**src/rtl/msrv32_wb_arbiter_if.sv**
```systemverilog
// Bus bundle for the msrv32 write-back arbiter: ALU result input, load response
// input and the registered register-file write port.
interface msrv32_wb_arbiter_if #(
  parameter int LQ_DEPTH = 2
);
  localparam int CNT_W = $clog2(LQ_DEPTH) + 1;

  logic             alu_valid_in;
  logic [4:0]       alu_rd_addr_in;
  logic [31:0]      alu_result_in;
  logic             alu_stall_out;

  logic             ld_valid_in;
  logic             ld_ready_out;
  logic [4:0]       ld_rd_addr_in;
  logic [31:0]      ld_data_in;
  logic [2:0]       ld_funct3_in;
  logic [1:0]       ld_byte_off_in;

  logic [4:0]       rd_addr_out;
  logic             wr_en_out;
  logic [31:0]      rd_out;
  logic [CNT_W-1:0] lq_count_out;

  modport master (
    output alu_valid_in, alu_rd_addr_in, alu_result_in,
    output ld_valid_in, ld_rd_addr_in, ld_data_in, ld_funct3_in, ld_byte_off_in,
    input  alu_stall_out, ld_ready_out,
    input  rd_addr_out, wr_en_out, rd_out, lq_count_out
  );

  modport slave (
    input  alu_valid_in, alu_rd_addr_in, alu_result_in,
    input  ld_valid_in, ld_rd_addr_in, ld_data_in, ld_funct3_in, ld_byte_off_in,
    output alu_stall_out, ld_ready_out,
    output rd_addr_out, wr_en_out, rd_out, lq_count_out
  );
endinterface

```
**src/rtl/msrv32_wb_arbiter.sv**
```systemverilog
// Write-back arbiter: merges ALU results with extended load results buffered in a
// small FIFO, issuing at most one registered register-file write per cycle.
module msrv32_wb_arbiter #(
  parameter int LQ_DEPTH = 2
) (
  input  logic                 clock,
  input  logic                 reset_in,
  msrv32_wb_arbiter_if.slave   wb
);
  localparam int CNT_W = $clog2(LQ_DEPTH) + 1;
  localparam int PTR_W = $clog2(LQ_DEPTH);
  localparam logic [CNT_W-1:0] FULL_CNT = CNT_W'(LQ_DEPTH);

  logic [31:0]      fifo_data_q [LQ_DEPTH];
  logic [31:0]      fifo_data_d [LQ_DEPTH];
  logic [4:0]       fifo_rd_q   [LQ_DEPTH];
  logic [4:0]       fifo_rd_d   [LQ_DEPTH];
  logic [PTR_W-1:0] head_q, head_d;
  logic [PTR_W-1:0] tail_q, tail_d;
  logic [CNT_W-1:0] count_q, count_d;

  logic [4:0]       rd_addr_q, rd_addr_d;
  logic             wr_en_q, wr_en_d;
  logic [31:0]      rd_out_q, rd_out_d;

  logic [7:0]       ld_byte;
  logic [15:0]      ld_half;
  logic [31:0]      ld_ext;
  logic             full;
  logic             empty;
  logic             push;
  logic             pop;
  logic             sel_valid;
  logic [4:0]       sel_rd;
  logic [31:0]      sel_data;

  always_comb begin
    ld_byte = wb.ld_data_in[7:0];
    case (wb.ld_byte_off_in)
      2'd0:    ld_byte = wb.ld_data_in[7:0];
      2'd1:    ld_byte = wb.ld_data_in[15:8];
      2'd2:    ld_byte = wb.ld_data_in[23:16];
      default: ld_byte = wb.ld_data_in[31:24];
    endcase
    ld_half = wb.ld_byte_off_in[1] ? wb.ld_data_in[31:16] : wb.ld_data_in[15:0];

    ld_ext = wb.ld_data_in;
    case (wb.ld_funct3_in)
      3'b000:  ld_ext = {{24{ld_byte[7]}}, ld_byte};
      3'b100:  ld_ext = {24'd0, ld_byte};
      3'b001:  ld_ext = {{16{ld_half[15]}}, ld_half};
      3'b101:  ld_ext = {16'd0, ld_half};
      default: ld_ext = wb.ld_data_in;
    endcase
  end

  // Ready and stall look only at the registered count, never at same-cycle pops.
  assign full             = (count_q == FULL_CNT);
  assign empty            = (count_q == '0);
  assign wb.ld_ready_out  = !reset_in && !full;
  assign wb.alu_stall_out = !reset_in && full;
  assign push             = wb.ld_valid_in && wb.ld_ready_out;

  // A full queue wins over the ALU so loads cannot starve behind a busy ALU.
  always_comb begin
    pop       = 1'b0;
    sel_valid = 1'b0;
    sel_rd    = 5'd0;
    sel_data  = 32'd0;
    if (full) begin
      pop       = 1'b1;
      sel_valid = 1'b1;
      sel_rd    = fifo_rd_q[head_q];
      sel_data  = fifo_data_q[head_q];
    end else if (wb.alu_valid_in) begin
      sel_valid = 1'b1;
      sel_rd    = wb.alu_rd_addr_in;
      sel_data  = wb.alu_result_in;
    end else if (!empty) begin
      pop       = 1'b1;
      sel_valid = 1'b1;
      sel_rd    = fifo_rd_q[head_q];
      sel_data  = fifo_data_q[head_q];
    end
  end

  always_comb begin
    fifo_data_d = fifo_data_q;
    fifo_rd_d   = fifo_rd_q;
    if (push) begin
      fifo_data_d[tail_q] = ld_ext;
      fifo_rd_d[tail_q]   = wb.ld_rd_addr_in;
    end
    head_d  = head_q + PTR_W'(pop);
    tail_d  = tail_q + PTR_W'(push);
    count_d = count_q + CNT_W'(push) - CNT_W'(pop);
  end

  // Writes to x0 still consume their slot but never reach the register file.
  always_comb begin
    wr_en_d   = sel_valid && (sel_rd != 5'd0);
    rd_addr_d = wr_en_d ? sel_rd : 5'd0;
    rd_out_d  = wr_en_d ? sel_data : 32'd0;
  end

  always_ff @(posedge clock) begin
    if (reset_in) begin
      head_q    <= '0;
      tail_q    <= '0;
      count_q   <= '0;
      rd_addr_q <= 5'd0;
      wr_en_q   <= 1'b0;
      rd_out_q  <= 32'd0;
    end else begin
      head_q    <= head_d;
      tail_q    <= tail_d;
      count_q   <= count_d;
      rd_addr_q <= rd_addr_d;
      wr_en_q   <= wr_en_d;
      rd_out_q  <= rd_out_d;
    end
  end

  always_ff @(posedge clock) begin
    fifo_data_q <= fifo_data_d;
    fifo_rd_q   <= fifo_rd_d;
  end

  assign wb.rd_addr_out  = rd_addr_q;
  assign wb.wr_en_out    = wr_en_q;
  assign wb.rd_out       = rd_out_q;
  assign wb.lq_count_out = count_q;
endmodule

```
**src/flat_wrapper.sv**
```systemverilog
// flat-port wrapper written by rule: the top's interface ports become plain ports
module msrv32_wb_arbiter_flat 
#(
  parameter int LQ_DEPTH = 2
)
  (clock, reset_in, wb_alu_valid_in, wb_alu_rd_addr_in, wb_alu_result_in, wb_ld_valid_in, wb_ld_rd_addr_in, wb_ld_data_in, wb_ld_funct3_in, wb_ld_byte_off_in, wb_alu_stall_out, wb_ld_ready_out, wb_rd_addr_out, wb_wr_en_out, wb_rd_out, wb_lq_count_out);
  msrv32_wb_arbiter_if #(.LQ_DEPTH(LQ_DEPTH)) wb_i ();
  input  logic clock;
  input  logic reset_in;
  input wire logic [$bits(wb_i.alu_valid_in)-1:0] wb_alu_valid_in;
  input wire logic [$bits(wb_i.alu_rd_addr_in)-1:0] wb_alu_rd_addr_in;
  input wire logic [$bits(wb_i.alu_result_in)-1:0] wb_alu_result_in;
  input wire logic [$bits(wb_i.ld_valid_in)-1:0] wb_ld_valid_in;
  input wire logic [$bits(wb_i.ld_rd_addr_in)-1:0] wb_ld_rd_addr_in;
  input wire logic [$bits(wb_i.ld_data_in)-1:0] wb_ld_data_in;
  input wire logic [$bits(wb_i.ld_funct3_in)-1:0] wb_ld_funct3_in;
  input wire logic [$bits(wb_i.ld_byte_off_in)-1:0] wb_ld_byte_off_in;
  output wire logic [$bits(wb_i.alu_stall_out)-1:0] wb_alu_stall_out;
  output wire logic [$bits(wb_i.ld_ready_out)-1:0] wb_ld_ready_out;
  output wire logic [$bits(wb_i.rd_addr_out)-1:0] wb_rd_addr_out;
  output wire logic [$bits(wb_i.wr_en_out)-1:0] wb_wr_en_out;
  output wire logic [$bits(wb_i.rd_out)-1:0] wb_rd_out;
  output wire logic [$bits(wb_i.lq_count_out)-1:0] wb_lq_count_out;
  assign wb_i.alu_valid_in = wb_alu_valid_in;
  assign wb_i.alu_rd_addr_in = wb_alu_rd_addr_in;
  assign wb_i.alu_result_in = wb_alu_result_in;
  assign wb_i.ld_valid_in = wb_ld_valid_in;
  assign wb_i.ld_rd_addr_in = wb_ld_rd_addr_in;
  assign wb_i.ld_data_in = wb_ld_data_in;
  assign wb_i.ld_funct3_in = wb_ld_funct3_in;
  assign wb_i.ld_byte_off_in = wb_ld_byte_off_in;
  assign wb_alu_stall_out = wb_i.alu_stall_out;
  assign wb_ld_ready_out = wb_i.ld_ready_out;
  assign wb_rd_addr_out = wb_i.rd_addr_out;
  assign wb_wr_en_out = wb_i.wr_en_out;
  assign wb_rd_out = wb_i.rd_out;
  assign wb_lq_count_out = wb_i.lq_count_out;
  msrv32_wb_arbiter #(.LQ_DEPTH(LQ_DEPTH)) u_core (.clock(clock), .reset_in(reset_in), .wb(wb_i));
endmodule
```
**config.mk**
```make
export PLATFORM = sky130hd
export DESIGN_NAME = msrv32_wb_arbiter_flat
export DESIGN_NICKNAME = d
export VERILOG_FILES = /design/src/rtl/msrv32_wb_arbiter_if.sv /design/src/rtl/msrv32_wb_arbiter.sv /design/src/flat_wrapper.sv
export SDC_FILE = /design/constraint.sdc
export NUM_CORES = 1
export LEC_CHECK = 0
export ABC_AREA = 1
export BUFFER_PORTS_ARGS = -buffer_cell sky130_fd_sc_hd__buf_2
export CELL_PAD_IN_SITES_DETAIL_PLACEMENT = 0
export CELL_PAD_IN_SITES_GLOBAL_PLACEMENT = 2
export CORE_ASPECT_RATIO = 0.9
export CORE_UTILIZATION = 29
export CTS_CLUSTER_DIAMETER = 120
export DETAILED_ROUTE_END_ITERATION = 16
export GPL_TIMING_DRIVEN = 0
export PLACE_DENSITY = 0.87
export SLEW_MARGIN = 20
export SYNTH_ARGS = -nofsm -noshare
export SYNTH_HDL_FRONTEND = slang
export SYNTH_SLANG_ARGS = --single-unit
```
**constraint.sdc**
```tcl
create_clock -name clock -period 2.25 [get_ports clock]
set_input_delay 0.3375 -clock clock [delete_from_list [all_inputs] [get_ports clock]]
set_output_delay 0.3375 -clock clock [all_outputs]
set_load 0.05 [all_outputs]
```
[After elaboration in Yosys (flattened, before gate mapping)]
Index checks and enable logic that the tools add are counted.
Operators by class
  mux-type cells: 26
  reductions and logical operators: 12
  eq/ne operators: 6
  order comparisons: 3
  bitwise gates (word level): 3
  add/sub/neg operators: 4
Operators by type and width (number)
  $mux W32: 7
  $pmux W32 S4: 1
  $bwmux W64: 1
  $mux W5: 7
  $demux W32 S1: 1
  $pmux W8 S3: 1
  $mux W16: 1
  $bwmux W10: 1
  $eq A3 B3 Y1 const B: 2
  $demux W5 S1: 1
  $logic_and A1 B1 Y1: 5
  $mux W1: 5
  $reduce_bool A5 Y1: 1
  $eq A2 B2 Y1 const B: 2
  $ge A2 B2 Y1 const B: 2
  $logic_not A2 Y1: 2
  $not A1 Y2: 2
  $eq A3 B1 Y1 const B: 1
  $logic_not A3 Y1: 1
  $add A1 B1 Y1: 2
  $add A2 B1 Y2: 1
  $eq A2 B1 Y1 const B: 1
  $logic_not A1 Y1: 2
  $lt A2 B1 Y1 const B: 1
  3 further kinds: 3
Storage, ports and cells
  input port bits: 83
  bits in registers: 116
  word-level logic and storage cells: 64

[Depth between registers and ports, before layout]
  depth after elaboration: 11
  gate-level depth with buffers: 11
  depth with buffers taken out: 8

[Worst setup path after synthesis]
No wires, ideal clock.
  path kind: register to register
  start: reg u_core.count_q[0], in the netlist u_core.wb.lq_count_out[0]
  end: reg u_core.fifo_data_q[0] (netlist bit) (enable)
  path buffers: 0
  slack: -0.447 ns
  data required time: 1.852 ns
  cell stages (with the launch flop): 6
  library setup time: 0.398 ns
  period minus slack after synthesis: 2.697 ns
  arrival time: 2.299 ns
  cells stage by stage: dfxtp_1 > inv_1 > nand2_1 > inv_1 > nor3b_1 > ha_1
Between the ends
  longest elaborated chain between the ends: 4
RTL lines
  start: declaration: RTL line msrv32_wb_arbiter.sv:20  | logic [CNT_W-1:0] count_q, count_d;
  start signal: assignment: RTL line msrv32_wb_arbiter.sv:117  | count_q <= count_d;
  $eq A2 B2 Y1: RTL line msrv32_wb_arbiter.sv:58  | assign full = (count_q == FULL_CNT);
  $logic_not A1 Y1: RTL line msrv32_wb_arbiter.sv:60  | assign wb.ld_ready_out = !reset_in && !full;
  $logic_and A1 B1 Y1: RTL line msrv32_wb_arbiter.sv:60
  $logic_and A1 B1 Y1: RTL line msrv32_wb_arbiter.sv:62  | assign push = wb.ld_valid_in && wb.ld_ready_out;
  end signal: assignment: RTL line msrv32_wb_arbiter.sv:125  | fifo_data_q <= fifo_data_d;
  end: declaration: RTL line msrv32_wb_arbiter.sv:14  | logic [31:0] fifo_data_q [LQ_DEPTH];
Every way passes these cells.
A chain may end at the register's enable or synchronous reset.

[Final worst setup path]
  start: reg u_core.count_q[0], in the netlist u_core.wb.lq_count_out[0]
  end: reg u_core.fifo_data_q[21] (netlist bit) (enable)
Same word-level chain as after synthesis.

==> results.yml <==
status:
  outcome: "completed"
clock_network:
  postCtsHoldBufs: 0
  cts_max_level: 4
  cts_tree: "done"
  clockBufferDepth: 2
  clk_pin_slew_worst_paths_ns: 0.06
  insertion_delay_ns: 0.41
  clkSinkCount: 116
  cts_buffers: 17
  cts-root-buf: "clkbuf_16"
job:
  max-cap-violations: 0
detailed_routing:
  wirelength_um: 14900
  post-route-drc-count: 0
  wl_per_cell_um: 16.1
  vias_per_cell: 4.72
  drt_iter0_markers: 304
  postRouteAntennaNets: 0
  dr.pass1.iters: 5
  num_vias: 4360
hold_path:
  hp-class: "primary input to flip-flop"
synth:
  ys_seq_area_share_pct: 60.2
  ys_ff_latch: 116
  muxShareOfSynthArea_pct: 0
  synth_area_sq_um: 5080
  syn_area_per_cell_sq_um: 9.47
  synth_fa_ha_area_share_pct: 0.738
  ys.flop_type: "edfxtp_1"
  syn_nets: 623
  synth_cell_types: 26
  synth_top_family_by_area: "simple AND/OR/NAND/NOR gates"
  yosys_warnings: 0
  synthCells: 537
  synth_compound_area_share_pct: 12.4
  synth-simple-area-share_pct: 21.4
  synth_xor_area_share_pct: 0
  synth-edff-count: 74
  synthArstFlopShare_pct: 0
placement:
  hpwl_um: 11100
  routabilityCongestion: 0.825
  io_buffers: 120
  pre_cts_ws_ns: -0.264
worst_setup_path:
  critPathSlowestCell: "ha_4"
  path_class: "flip-flop to flip-flop"
  cpPeakStageDelay_ns: 0.56
  path_cells: "inv_1 > nand2_1 > inv_1 > nor3b_4 > ha_4"
  cpMostUsedCell: "inv_1"
  ff2ff_setup_slack_ns: 0.28
  cp.arrival_ns: 2.02
  crit_buf_inv: 2
  critPathLaunchType: "flip-flop"
  worstPathRequired_ns: 2.30
  end_kind: "flip-flop"
  critPathTopFamily: "adder cells"
  critPathMaxFanout: 37
floorplan:
  pin_count: 125
  coreArea_sq_um: 17000
  initial_core_util_pct: 29.9
  chipHeight_um: 128
  die_area_sq_um: 18100
  rows: 45
  die_w_um: 142
layout:
  fin_nets: 762
  drive_gt1_share_pct: 25.1
  final_common_cell: "nand2_1"
  final_util_pct: 38.8
  area_growth_pct: 29.8
  antenna_cells: 0
  fillCellCount: 1771
  final_cell_mix: "nand2_1, buf_2, edfxtp_1, nor2_1, dfxtp_1"
sta:
  hold_violations: 0
  setup_viol: 0
  tightest_slew_ns: 0.560
  fmax_ghz: 0.507
  relSlewSlack_pct: 62.7
  drv_slew: 0
  finalWorstSetupSlack_ns: 0.279
  min_period_ns: 1.97
  period_share_pct: 87.6
  rsz0062_at_grt: "no"
  clock_skew_ns: 0.00642
power_and_ir_drop:
  leakagePower_nw: 2.84
  vdd_drop_max_mv: 0.401
  p_per_area_nw_per_um2: 897
grt:
  antenna_found_initial: 0
  grt_pass1_vias: 4328
  grtUsageTotal_pct: 17.2
  grt_overflow_total: 0
  grt_max_degree: 38
  grt_pass1_wl_um: 23000
sequential cells by signal, summed over array words and instances, names as in the netlist:
| signal | cells |
|---|---|
| u_core.wb.rd_addr_out | 5 |
| u_core.tail_q | 1 |
| u_core.head_q | 1 |
| u_core.wb.wr_en_out | 1 |
| u_core.fifo_data_q | 64 |
| u_core.fifo_rd_q | 10 |
| u_core.wb.rd_out | 32 |
| u_core.wb.lq_count_out | 2 |
synth_stat cells, types with 2 or more instances:
cell	count	share of area, %
buf_4	2	0.30
o21ai_0	35	3.4
buf_2	8	0.79
a32o_1	32	6.3
nand2_2	2	0.25
nor2_1	65	4.8
dfxtp_1	42	17
ha_1	3	0.74
clkbuf_1	21	1.6
nor3_1	6	0.59
inv_1	24	1.8
edfxtp_1	74	44
a21oi_1	5	0.49
nand3_1	30	3.0
o211ai_1	3	0.44
nor3b_1	2	0.30
nand2_1	166	12
o221ai_1	7	1.2
buf_6	3	0.66
area by class of cell:
type / instances / area [sq um] / area share [%]
Tap cell: 235 / 294 / 4.45
Clock buffer: 17 / 425 / 6.44
Clock inverter: 15 / 160 / 2.43
Buffer: 35 / 171 / 2.60
Sequential cell: 116 / 3060 / 46.4
Multi-Input combinational cell: 361 / 1790 / 27.2
Inverter: 25 / 93.8 / 1.42
Timing Repair Buffer: 120 / 601 / 9.10
worst register-to-register path: cells and delay by family (launching register included):
family                     cells  cell delay, ns
adders and majority gates      1            0.56
buffers and inverters          2            0.16
DFF                            1            0.42
and+or+nand+nor                2            0.46
kinds of logic (layout without fill, tap and decap cells):
kind of cell             after synthesis  count (layout)
AND/OR/NAND/NOR                      273             273
flip-flops                           116             116
AO/OA/AOI/OAI                         85              85
buffers and inverters                 60             212
adder cells (fa/ha/maj)                3               3
what timing repair did:
| action | 4_1_cts | 5_1_grt |
|---|---|---|
| resized for setup | 3 | 1 |
| setup buffers | 0 | 0 |
| setup endpoints to repair | 74 | 74 |
| pin swaps | 0 | 2 |
| cloned | 0 | 0 |
power by group:
group | total [mW] | internal [mW] | switching, mW
Sequential | 2.43 | 2.40 | 0.0283
Clock | 2.63 | 1.63 | 0.997
Combinational | 0.864 | 0.261 | 0.603
routing by layer:
layer	vias up	part of all wire [%]	global-route usage (%)
li1	2140	-	-
met1	2056	47	22.7
met2	145	46	27.4
met3	19	5.4	4.54
met4	0	1.6	5.76
met5	-	0	0
stage by stage:
| step | instance area, sq um | instances | power (mW) | setup TNS (ns) | hold WS [ns] |
|---|---|---|---|---|---|
| global placement | 5980 | 892 | 3.32 | -8.39 | 0.527 |
| detailed placement | 5980 | 892 | 3.33 | -19.21 | 0.530 |
| finish | 6600 | 924 | 5.92 | 0 | 0.111 |
| global route | 6600 | 924 | 6.16 | 0 | 0.0952 |
| floorplan | 5090 | 537 | 3.04 | -7.81 | 0.436 |
| CTS | 6600 | 924 | 5.98 | 0 | 0.0917 |
worst paths after layout:
path	cells past startpoint	endpoint	startpoint
hold / removal	1	u_core.fifo_rd_q[4]$_DFFE_PP_	wb_ld_rd_addr_in[4]
hold reg to reg	2	u_core.wb.lq_count_out[1]$_SDFF_PP0_	u_core.wb.lq_count_out[1]$_SDFF_PP0_
setup reg to reg	5	u_core.fifo_data_q[21]$_DFFE_PP_	u_core.wb.lq_count_out[0]$_SDFF_PP0_
setup / recovery	5	u_core.fifo_data_q[21]$_DFFE_PP_	u_core.wb.lq_count_out[0]$_SDFF_PP0_
Note: power is estimated with default switching activity, not from simulation.
